==> src/rtl/alu_seq_pkg.sv <==
// alu_seq_pkg: shared types for the ALU operation sequencer.
//   op_e    - ALU opcodes as carried on req_op / alu_ctrl.
//   state_e - sequencer FSM states.
//   is_legal_op() - 1 for opcodes the ALU implements (000..100).
package alu_seq_pkg;

  typedef enum logic [2:0] {
    OP_ADD = 3'b000,
    OP_SUB = 3'b001,
    OP_MUL = 3'b010,
    OP_SLL = 3'b011,
    OP_SRL = 3'b100
  } op_e;

  typedef enum logic [1:0] {
    IDLE,
    EXEC,
    MUL_WAIT,
    RESP
  } state_e;

  // Opcodes are dense from 000 upward, so legality is a range test.
  function automatic logic is_legal_op(input logic [2:0] op);
    return (op <= 3'(OP_SRL));
  endfunction

endpackage

==> src/rtl/alu_seq_wdog.sv <==
// alu_seq_wdog: multiply timeout counter for the ALU sequencer.
// Only instantiated when ALU_SEQ_MUL_TIMEOUT_EN is defined.
//   clk, reset   - clock, synchronous active-low reset
//   clr          - restart the count (multiply accepted this cycle)
//   run          - sequencer is in MUL_WAIT this cycle
//   expired      - this is the MUL_TIMEOUT-th MUL_WAIT cycle
module alu_seq_wdog #(
  parameter int MUL_TIMEOUT = 64
) (
  input  logic clk,
  input  logic reset,
  input  logic clr,
  input  logic run,
  output logic expired
);

  localparam int CW = $clog2(MUL_TIMEOUT + 1);
  localparam logic [CW-1:0] LAST = CW'(MUL_TIMEOUT - 1);

  logic [CW-1:0] cnt_q, cnt_d;

  // Count is 0 in the first MUL_WAIT cycle and saturates on the last one,
  // so MUL_WAIT lasts at most MUL_TIMEOUT cycles.
  always_comb begin
    cnt_d = cnt_q;
    if (clr)
      cnt_d = '0;
    else if (run && (cnt_q != LAST))
      cnt_d = cnt_q + 1'b1;
  end

  always_ff @(posedge clk) begin
    if (!reset) cnt_q <= '0;
    else        cnt_q <= cnt_d;
  end

  assign expired = run && (cnt_q == LAST);

endmodule

==> src/rtl/alu_op_sequencer.sv <==
// alu_op_sequencer: valid/ready front end sequencing the shared ALU
// (add, sub, multi-cycle mul, sll, srl) for one requester, one op in flight.
//
// Ports:
//   clk, reset            - clock; synchronous active-low reset
//   req_valid/req_ready   - request handshake; req_op, req_a, req_b payload
//   alu_ctrl, alu_a/b     - registered control/operands to the ALU
//   mul_start             - one-cycle multiply start pulse
//   alu_result, alu_hi    - ALU result / multiply high word
//   mul_valid             - multiplier product valid
//   rsp_valid/rsp_ready   - response handshake; rsp_result, rsp_hi, rsp_err
//
// Optional: define ALU_SEQ_MUL_TIMEOUT_EN to abort a multiply that has not
// produced mul_valid within MUL_TIMEOUT MUL_WAIT cycles (rsp_err=1).
module alu_op_sequencer
  import alu_seq_pkg::*;
#(
  parameter int WIDTH       = 32,
  parameter int MUL_TIMEOUT = 64
) (
  input  logic             clk,
  input  logic             reset,
  input  logic             req_valid,
  output logic             req_ready,
  input  logic [2:0]       req_op,
  input  logic [WIDTH-1:0] req_a,
  input  logic [WIDTH-1:0] req_b,
  output logic [2:0]       alu_ctrl,
  output logic [WIDTH-1:0] alu_a,
  output logic [WIDTH-1:0] alu_b,
  output logic             mul_start,
  input  logic [WIDTH-1:0] alu_result,
  input  logic [WIDTH-1:0] alu_hi,
  input  logic             mul_valid,
  output logic             rsp_valid,
  input  logic             rsp_ready,
  output logic [WIDTH-1:0] rsp_result,
  output logic [WIDTH-1:0] rsp_hi,
  output logic             rsp_err
);

  state_e           state_q, state_d;
  logic [2:0]       alu_ctrl_q, alu_ctrl_d;
  logic [WIDTH-1:0] alu_a_q, alu_a_d;
  logic [WIDTH-1:0] alu_b_q, alu_b_d;
  logic             mul_start_q, mul_start_d;
  logic [WIDTH-1:0] rsp_result_q, rsp_result_d;
  logic [WIDTH-1:0] rsp_hi_q, rsp_hi_d;
  logic             rsp_err_q, rsp_err_d;

  logic mul_done;
  logic mul_to;

  // mul_start_q is high exactly in the first MUL_WAIT cycle; a mul_valid
  // there is a leftover from a previous product and must not complete us.
  assign mul_done = (state_q == MUL_WAIT) && !mul_start_q && mul_valid;

`ifdef ALU_SEQ_MUL_TIMEOUT_EN
  logic mul_accept;
  logic wdog_expired;

  assign mul_accept = (state_q == IDLE) && req_valid && (req_op == OP_MUL);

  alu_seq_wdog #(
    .MUL_TIMEOUT(MUL_TIMEOUT)
  ) u_wdog (
    .clk    (clk),
    .reset  (reset),
    .clr    (mul_accept),
    .run    (state_q == MUL_WAIT),
    .expired(wdog_expired)
  );

  // A product arriving on the last allowed cycle still wins over the abort.
  assign mul_to = wdog_expired && !mul_done;
`else
  assign mul_to = 1'b0;
`endif

  always_comb begin
    state_d      = state_q;
    alu_ctrl_d   = alu_ctrl_q;
    alu_a_d      = alu_a_q;
    alu_b_d      = alu_b_q;
    mul_start_d  = 1'b0;
    rsp_result_d = rsp_result_q;
    rsp_hi_d     = rsp_hi_q;
    rsp_err_d    = rsp_err_q;

    unique case (state_q)
      IDLE: begin
        if (req_valid) begin
          if (!is_legal_op(req_op)) begin
            // Illegal ops never reach the ALU; answer directly.
            rsp_result_d = '0;
            rsp_hi_d     = '0;
            rsp_err_d    = 1'b1;
            state_d      = RESP;
          end else begin
            alu_ctrl_d = req_op;
            alu_a_d    = req_a;
            alu_b_d    = req_b;
            if (req_op == OP_MUL) begin
              mul_start_d = 1'b1;
              state_d     = MUL_WAIT;
            end else begin
              state_d = EXEC;
            end
          end
        end
      end

      EXEC: begin
        rsp_result_d = alu_result;
        rsp_hi_d     = '0;
        rsp_err_d    = 1'b0;
        state_d      = RESP;
      end

      MUL_WAIT: begin
        if (mul_done) begin
          rsp_result_d = alu_result;
          rsp_hi_d     = alu_hi;
          rsp_err_d    = 1'b0;
          state_d      = RESP;
        end else if (mul_to) begin
          rsp_result_d = '0;
          rsp_hi_d     = '0;
          rsp_err_d    = 1'b1;
          state_d      = RESP;
        end
      end

      RESP: begin
        if (rsp_ready) state_d = IDLE;
      end

      default: state_d = IDLE;
    endcase
  end

  always_ff @(posedge clk) begin
    if (!reset) begin
      state_q      <= IDLE;
      alu_ctrl_q   <= '0;
      alu_a_q      <= '0;
      alu_b_q      <= '0;
      mul_start_q  <= 1'b0;
      rsp_result_q <= '0;
      rsp_hi_q     <= '0;
      rsp_err_q    <= 1'b0;
    end else begin
      state_q      <= state_d;
      alu_ctrl_q   <= alu_ctrl_d;
      alu_a_q      <= alu_a_d;
      alu_b_q      <= alu_b_d;
      mul_start_q  <= mul_start_d;
      rsp_result_q <= rsp_result_d;
      rsp_hi_q     <= rsp_hi_d;
      rsp_err_q    <= rsp_err_d;
    end
  end

  // Gate with the live reset so req_ready is 0 for the whole reset window,
  // including before the first clock edge has initialised state_q.
  assign req_ready  = reset && (state_q == IDLE);
  assign rsp_valid  = (state_q == RESP);
  assign alu_ctrl   = alu_ctrl_q;
  assign alu_a      = alu_a_q;
  assign alu_b      = alu_b_q;
  assign mul_start  = mul_start_q;
  assign rsp_result = rsp_result_q;
  assign rsp_hi     = rsp_hi_q;
  assign rsp_err    = rsp_err_q;

endmodule

==> config.mk <==
export PLATFORM = sky130hd
export DESIGN_NAME = alu_op_sequencer
export DESIGN_NICKNAME = d
export VERILOG_FILES = /design/src/rtl/alu_seq_pkg.sv /design/src/rtl/alu_seq_wdog.sv /design/src/rtl/alu_op_sequencer.sv
export SDC_FILE = /design/constraint.sdc
export NUM_CORES = 1
export LEC_CHECK = 0
export BUFFER_PORTS_ARGS = -buffer_cell sky130_fd_sc_hd__buf_2
export CAP_MARGIN = 10
export CELL_PAD_IN_SITES_DETAIL_PLACEMENT = 1
export CELL_PAD_IN_SITES_GLOBAL_PLACEMENT = 1
export CORE_ASPECT_RATIO = 1.4
export CORE_MARGIN = 5
export CORE_UTILIZATION = 35
export DETAILED_ROUTE_END_ITERATION = 12
export PLACE_DENSITY = 0.88
export SYNTH_ARGS = -nofsm -noshare
export SYNTH_HDL_FRONTEND = slang
export SYNTH_SLANG_ARGS = --single-unit
==> constraint.sdc <==
create_clock -name clk -period 2.4 [get_ports clk]
set_input_delay 0.48 -clock clk [delete_from_list [all_inputs] [get_ports clk]]
set_output_delay 0.48 -clock clk [all_outputs]
set_load 0.1 [all_outputs]
**After elaboration in Yosys (flattened, before gate mapping)**

Cells that the tools add are included.

- Register bits after elaboration: 135
- Input port bits: 136
- Output and inout bits: 135

- $lt $le $gt $ge: 1
- Equal/unequal tests: 8
- Muxes and demuxes: 17
- Reductions and logical operators: 10

Operators with widths:

| kind | count |
|---|---|
| 32-bit case mux with 3 select lines | 2 |
| 32-bit 2-to-1 mux | 4 |
| 2-bit 2-to-1 mux | 5 |
| 2-bit case mux with 4 select lines | 1 |
| 4-bit AND reduction | 2 |
| 2-bit inequality test (second input constant) | 3 |
| 3-bit AND reduction | 2 |
| 2-bit == test (second input constant) | 2 |
| 1-bit 2-to-1 mux | 4 |
| 3-bit by 2-bit == test with 1-bit output (second input constant) | 1 |
| 3-bit less-or-equal comparator (second input constant) | 1 |
| 1-bit logical AND | 3 |
| 1-bit case mux with 3 select lines | 1 |
| 3-bit nonzero test | 1 |
| 2-bit by 1-bit == test with 1-bit output (second input constant) | 1 |
| 2-bit zero test | 1 |
| 2-bit by 1-bit inequality test with 1-bit output (second input constant) | 1 |
| 1-bit zero test | 1 |

**Logic depth before layout (Yosys ltp)**

Gate-level depths: netlist of the first run.

- Word-level depth: 5
- Mapped depth: 8
- Gate-level depth less buffers: 5

**Worst setup path after synthesis of the first run**

No wires, ideal clock.

- Path type: input -> output
- From: in reset
- To: out req_ready
- Arrival: 1.801 ns
- Required time: 1.920 ns
- Path slack: 0.119 ns
- Stages on the path: 3
- Path buffers: 2
- Path through: clkbuf_1 -> clkbuf_1 -> and2_1

- Word-level cells in the longest chain between the ends: 1

RTL lines:

| what | line | text |
|---|---|---|
| start: declaration | alu_op_sequencer.sv:22 | `input logic reset,` |
| 1-bit logical AND | alu_op_sequencer.sv:166 | `assign req_ready = reset && (state_q == IDLE);` |
| end: declaration | alu_op_sequencer.sv:24 | `output logic req_ready,` |

No other way between the ends.

**Worst setup path in the final report of the first run**

- From: reg state_q[0]
- To: out req_ready

- Word-level cells in the longest chain between the ends: 2

RTL lines:

| what | line | text |
|---|---|---|
| start: declaration | alu_op_sequencer.sv:42 | `state_e state_q, state_d;` |
| start signal: assignment | alu_op_sequencer.sv:153 | `state_q <= state_d;` |
| 2-bit zero test | alu_op_sequencer.sv:166 |  |
| 1-bit logical AND | alu_op_sequencer.sv:166 |  |

No other way between the ends.

==> results, run 1 <==
- The post-CTS clock slew at the launch and capture registers of the worst setup and hold paths is 60 ps.
- The number of setup buffers added after CTS is 0.
- The path class of the tightest hold or removal check is in2reg.
- The post-placement worst setup slack is 278 ps.
- When the netlist entered floorplanning its net count stood at 755.
- In this run the power density over the cells is 1350 nW/um^2.
- STA classifies the critical path endpoint as a primary output.
- The total clock buffers created by CTS is 17.
- The width of the die is 116 um.
- The flow ran to the end, and the final reports show no timing, DRC or antenna violations.
- The netlist uses 28 different library cells.
- The synthesized design contains 0 enable-type register cells.
- The fmax is approximately 490 MHz.
- The signal on the critical path passes through inv_1 > ha_1 > and2_1 > buf_12.
- The cell family contributing the most delay on the critical path is adder cells.
- In the final design database the tool counted ~1000 nets.
- The number of global-route vias before repair is 5474.
- The worst setup path is launched from a register.
- Of all flip-flops after synthesis, the portion carrying an async set or reset was 0.
- The final sum of negative setup slack is 0 ps.
- The deepest clock path buffer count is 2.
- CTS placed an instance of clkbuf_16 at the clock tree root.
- The site row count is between 50 and 60.
- The synthesized design spends more area on one cell type than any other, namely dfxtp_1.
- The worst-case vdd ir drop is 0.651 mV.
- The initial core utilization is 0.354.
- Max-cap violations in this run came to 0.
- The library cell contributing the largest single delay on the critical path is ha_1.
- The synthesized netlist cell count is around 600.
- The classification of the worst setup path is reg2out.
- The worst clock skew on the final layout is around 10 ps.
- The count of H-tree levels built during CTS is 4.
- The smallest clock period supported by the final layout is computed as between 2000 and 2500 ps.
- The total routing usage reported by global routing is 0.183.
- The critical path contains buffers and inverters numbering 2 combined.
- The cell area after synthesis is 5500 um^2.
- For the worst setup path, the data arrival time is 1570 ps.
- Clock tree synthesis found a total of between 100 and 150 sinks.
- For the worst setup path, the data required time is about 1900 ps.
- The post-cts repair resize count is 0.
- Of the post-synthesis cell area, the dominant cell type holds 0.491.
- The region available for standard cell placement spans around 16000 um^2.
- The number of buffers added to fix hold violations after cts is 0.
- In this run the worst path has a maximum fanout of 10.
- The first-pass GRT wire length is approximately 27 mm.
- The area added between synthesis and finish is 38.6%.
- During I/O placement, the number of pins put on the boundary was between 200 and 300.
- The final count of pins violating max slew was 0.
- Counting flops and latches in the post-synthesis netlist gives 135.
- The final route contains just over 5000 vias.
- The sequential cell area is between 2000 and 3000 um^2.
- The leakage power is 3.67 nW.
- The average wire per standard cell is roughly 16 um.
- The final layout contains routed wiring with a total length of 17.2 mm.
- For this run, the register share of the synthesized area comes to 0.491.
- The largest single stage delay on the critical path is roughly 340 ps.
- Measured on the finished design, the core utilization comes to 0.491.
- Ranked by instance count, the synthesized netlist is headed by 201 x nand2_1, 135 x dfxtp_1, 100 x mux2i_1, 37 x inv_1.
- In the final layout, the share of cells above drive strength 1 is 0.358.
- Entering global routing, the biggest net connects 124 pins.
- The overall die area is ~18000 um^2.
- TritonCTS built the clock tree.
- The part of the cycle the worst path needs is 0.855.
- The final RePlAce weighted congestion is 0.765.
- The dominant register cell in the synthesized netlist is dfxtp_1.
- In the post-synthesis netlist, the cell with the most instances is nand2_1.
- The total overflow left after global routing is 0.
- The detail route stage leaves a number of antenna-violating nets equal to 0.
- The final HPWL from detailed placement is roughly 13 mm.
- The number of I/O port buffers is 270.
- Setup violations remaining at the end of the flow were counted as 0.
- In this run the mean area of a mapped cell was around 8.9 um^2.
- The total count of hold-check failures in the final report is 0.
- In this run the tightest slew margin relative to its limit is 0.260.
- For this block, the initial DRC count from the detailed router was approximately 300.
- After detailed routing, the number of remaining DRC violations is 0.
- For the pin with the worst max-slew slack, the measured transition is 1110 ps.
- After filler insertion, the fill cell instance count of the layout stands at 1910.
- Setup repair after global routing left no endpoint under its margin.
- The combined area of the multi-input logic cells is between 2000 and 2500 um^2.
- Across all setup checks in the final design, the least slack found is 349 ps.
- At the later pin of the worst-skew pair, clock insertion delay measures between 400 and 500 ps.
- The initial antenna violation count is 2.
- After detailed routing, the number of vias per cell comes to between 4 and 5.
- The detailed-router iteration count before antenna repair is 4.
- The y dimension of the die is around 160 um.
- The synthesis warning total is 0.
- Yosys attributes the largest share of cell area to dfxtp_1 49%, mux2i_1 18%, nand2_1 14%, o32ai_1 5.1%, nand3_1 2.9%.
[kinds of logic (layout without fill, tap and decap cells)]
| family | Yosys count | in the layout | share of synthesized area |
|---|---|---|---|
| adders and majority gates | 3 | 3 | 0.00682 |
| buffers and inverters | 89 | 349 | 0.0727 |
| and+or+nand+nor | 242 | 242 | 0.176 |
| muxes | 100 | 100 | 0.182 |
| DFF | 135 | 135 | 0.491 |
| other | 0 | 1 | 0 |
| AOI/OAI and AO/OA | 47 | 47 | 0.0714 |
[placed cells by master, fill, tap and decap left out, types with 2 or more instances in the layout]
cell | netlist | final
inv_1 | 37 | 37
nand3_1 | 32 | 32
clkinv_2 | 0 | 4
a211oi_1 | 2 | 2
bufinv_16 | 0 | 3
a21o_1 | 3 | 3
o32ai_1 | 32 | 32
mux2i_1 | 100 | 100
clkbuf_16 | 0 | 17
ha_1 | 3 | 3
nand2b_1 | 2 | 2
clkinv_4 | 0 | 4
dfxtp_1 | 135 | 135
nand2_1 | 201 | 201
o22ai_1 | 2 | 2
nor2b_1 | 2 | 2
buf_2 | 14 | 268
buf_12 | 0 | 7
buf_4 | 1 | 6
[tightest hold or removal path, cell delays in order]
cell and delay (ps):
buf_2 90, nand2_1 40, mux2i_1 60
[metal layers]
metal / routed length, um / global-route usage / up-vias
li1: - / - / 2545
met1: 6440 / 0.199 / 2363
met2: 8770 / 0.325 / 196
met3: 1460 / 0.0582 / 37
met4: 512 / 0.0785 / 2
met5: 20 / 0 / -
[flip-flops by register name (all words and copies together) (netlist names)]
signal      cells
alu_ctrl        3
alu_a          32
rsp_err         1
rsp_hi         32
rsp_result     32
state_q         2
mul_start       1
alu_b          32
[layout make-up]
class / instances / share of cell area
diodes: 1 / 0.000328
inverters: 37 / 0.0182
clock buffers: 18 / 0.0576
multi-input cells: 392 / 0.316
well taps: 196 / 0.0321
clock inverters: 12 / 0.0202
repair buffers: 282 / 0.202
flip-flops and latches: 135 / 0.354
[final timing paths]
kind | startpoint | to | slack, ps | cells after the start
setup / recovery | state_q[0] | req_ready | 350 | 4
hold / removal | req_a[12] | alu_a[12] | 320 | 3
setup reg to reg | state_q[0] | rsp_result[6] | 370 | 4
hold reg to reg | alu_a[31] | alu_a[31] | 450 | 2
[metrics by stage]
stage,instance area [um^2],cells,hold WS (ps),total power [mW]
CTS,7630,1072,300,10.4
finish,7630,1073,317,10.3
detailed placement,7040,1042,449,7.73
global placement,7040,1042,438,7.66
floorplan,5500,616,464,6.82
global route,7630,1073,309,10.7
[report_power, final]
part | switching, mW | internal (mW)
sequential | 0.192 | 2.62
combinational | 3.84 | 1.01
clock | 0.974 | 1.65
Power figures use the tool's default switching activity.
==> run 2: changes to the inputs <==
- PLACE_DENSITY: 0.88 -> unset
- PLACE_DENSITY_LB_ADDON: unset -> 0.15
==> results, run 2 (synthesis results as in run 1) <==
- The worst-case vdd ir drop is 0.719 mV (+11%).
- The layout filler cell count is 1963 (+2.8%).
- The total count of hold-check failures in the final report was 0 (unchanged).
- The remaining max-slew budget at the tightest pin was 0.526 (+0.266).
- The met2 global-route usage is 0.334 (+0.00933).
- The final core utilization is 0.491 (about the same).
- The initial core utilization came to 0.354 (unchanged).
- The layer flagged by global routing as most heavily used is met2.
- The TritonCTS sink count is 135 (unchanged).
- The overall die area is 18400 um^2 (unchanged).
- The initial antenna violation count is 0 (-2).
- The root buffer cell chosen for the clock tree is clkbuf_16.
- Setup repair after global routing left no endpoint under its margin.
- The remaining routing DRC violations is 0 (unchanged).
- The post-CTS setup buffer count is 0 (unchanged).
- The data arrival time of the critical path came to 1570 ps (about the same).
- The total routing usage reported by global routing is 0.186 (+0.00306).
- The source-to-sink clock delay at the later pin of the worst-skew pair is 410 ps (about the same).
- The number of nets in the final layout is 1003 (-0.10%).
- The final count of pins violating max slew is 0 (unchanged).
- The leakage power was 3.67 nW (-0.15%).
- The run finished with clean final reports.
- The average wire per standard cell is 16.3 um (+1.8%).
- The count of inserted antenna diode cells came to 0 (-1).
- The worst setup path is launched from a register.
- The final RePlAce weighted congestion was 0.746 (-2.5%).
- The met1 capacity usage during global routing is 0.196 (-0.00237).
- The classification of the worst setup path is reg2out.
- The clock period minus worst slack was 2050 ps (+1.83 ps).
- The part of the total power dissipated in the clock network is 0.270 (+0.015).
- The width of the die is 116 um (unchanged).
- The internal portion of total power came to 5.38 mW (+1.8%).
- The site row count is 54 (unchanged).
- The launch instance of the worst min-delay path is req_a[8].
- The part of the cycle the worst path needs is 0.855 (about the same).
- The number of antenna-violating nets in the routed design is 0 (unchanged).
- The worst endpoint required time came to 1920 ps (about the same).
- The library cell contributing the largest single delay on the critical path is dfxtp_1.
- The maximum number of pins on one net before global-route repair is 76 (-39%).
- The slew at the pin closest to its max-slew limit is 711 ps (-399 ps).
- The power per unit of standard cell area was 1360 nW/um^2 (+0.90%).
- The deepest clock path buffer count is 2 (unchanged).
- The post-cts repair resize count is 0 (unchanged).
- The worst setup path is captured at a primary output.
- The worst register-to-register path begins at state_q[0].
- The relative contribution of combinational cells to total power is 0.456 (-0.015).
- The top fanout value on the critical path is 10 (unchanged).
- The part of the power in registers was 0.273 (about the same).
- The worst hold path belongs to the class in2reg.
- The number of buffers added to fix hold violations after cts is 0 (unchanged).
- The fmax is 487 MHz (about the same).
- The final routed wirelength across all metal layers is 17.5 mm (+1.8%).
- The total clock buffers created by CTS is 17 (unchanged).
- The signal on the critical path passes through inv_1 > ha_1 > and2_1 > buf_12.
- The y dimension of the die is 158 um (unchanged).
- The max capacitance violation total is 0 (unchanged).
- The core box area is 15500 um^2 (unchanged).
- The area added between synthesis and finish was 38.7% (about the same).
- The met3 layer usage reported by global route was 0.0673 (+0.00913).
- The via count normalized by instance count was 4.87 (+1.5%).
- The violation count after the first detailed-routing iteration is 313 (+4.0%).
- The final sum of negative setup slack was 0 ps (unchanged).
- The switching share of power is 0.482 (-0.00432).
- The first-pass GRT wire length was 26.8 mm (-0.69%).
- Leaving out fill and tap cells, the most frequent cell in the layout is buf_2.
- The critical path starts at state_q[0].
- The switching power total is 5.01 mW (about the same).
- The delay of the slowest cell on the worst path is 330 ps (about the same).
- The share of post-route cells with drive strength above 1 is 0.358 (-0.000409).
- The post-CTS clock slew at the launch and capture registers of the worst setup and hold paths is 60 ps (about the same).
- The I/O pin total was 271 (unchanged).
- The final HPWL from detailed placement came to 13.1 mm (+1.3%).
- The total overflow reported by the global router came to 0 (unchanged).
- The detailed-router iteration count before antenna repair is 4 (unchanged).
- The CTS tree is done.
- The number of global-route vias before repair was 5388 (-1.6%).
- The number of I/O port buffers was 270 (unchanged).
- The worst clock skew on the final layout came to 6.06 ps (-3.98 ps).
- The routed via count was 5221 (+1.5%).
- The final count of negative-setup-slack endpoints came to 0 (unchanged).
- The count of H-tree levels built during CTS is 4 (unchanged).
- The top cell types in the final layout, fill and taps aside, are 268 x buf_2, 201 x nand2_1, 135 x dfxtp_1.
==> run 2: cell count changes in the layout (fill, tap and decap cells not counted), sizes merged <==
cell and change:
clkinv -3, diode -1, buf -1, clkbuf +3, inv -1, clkinvlp +2
bufinv +1
==> run 2: power groups by stage <==
stage | Sequential, mW | Clock, mW | Combinational (mW)
global placement | 2.86 | 0 | 4.71
detailed placement | 2.89 | 0 | 4.77
global route | 2.88 | 2.97 | 4.94
finish | 2.84 | 2.81 | 4.74
floorplan | 5.49 | 0 | 1.33
CTS | 2.85 | 2.89 | 4.78
==> run 2: final timing paths <==
kind | cells after the start | endpoint | slack (ps)
worst min register to register | 2 | alu_a[21] | 450
worst min-delay path | 3 | alu_a[8] | 310
worst max register to register | 6 | rsp_hi[26] | 500
worst max-delay path | 4 | req_ready | 350
==> run 2: layout make-up <==
cell class | instances | area, um^2 | share of cell area
Multi-Input combinational cell | 392 | 2410 | 0.316
Tap cell | 196 | 245 | 0.0321
Timing Repair Buffer | 281 | 1490 | 0.196
Clock inverter | 11 | 171 | 0.0225
Sequential cell | 135 | 2700 | 0.354
Clock buffer | 21 | 470 | 0.0616
Inverter | 37 | 139 | 0.0182
==> run 2: worst max-delay path: cells and delay by family (launching register included) <==
kind	cells	cell delay, ps
flops	1	330
fa+ha+maj	1	330
buf+inv	2	260
simple gates	1	220
==> run 2: routing by layer <==
layer | vias up | part of all wire
li1 | 2542 | -
met1 | 2472 | 0.37
met2 | 184 | 0.52
met3 | 23 | 0.091
met4 | 0 | 0.020
met5 | - | 0
==> run 2: stage by stage <==
step | power [mW] | setup WS [ps] | cells | hold slack [ps] | instance area (um^2)
3_3_place_gp | 7.57 | 582 | 1041 | 438 | 6990
4_1_cts | 10.5 | 311 | 1073 | 285 | 7630
6_report | 10.4 | 347 | 1073 | 309 | 7630
2_1_floorplan | 6.82 | 119 | 616 | 464 | 5500
5_1_grt | 10.8 | 256 | 1073 | 302 | 7630
3_5_place_dp | 7.65 | 510 | 1041 | 444 | 6990
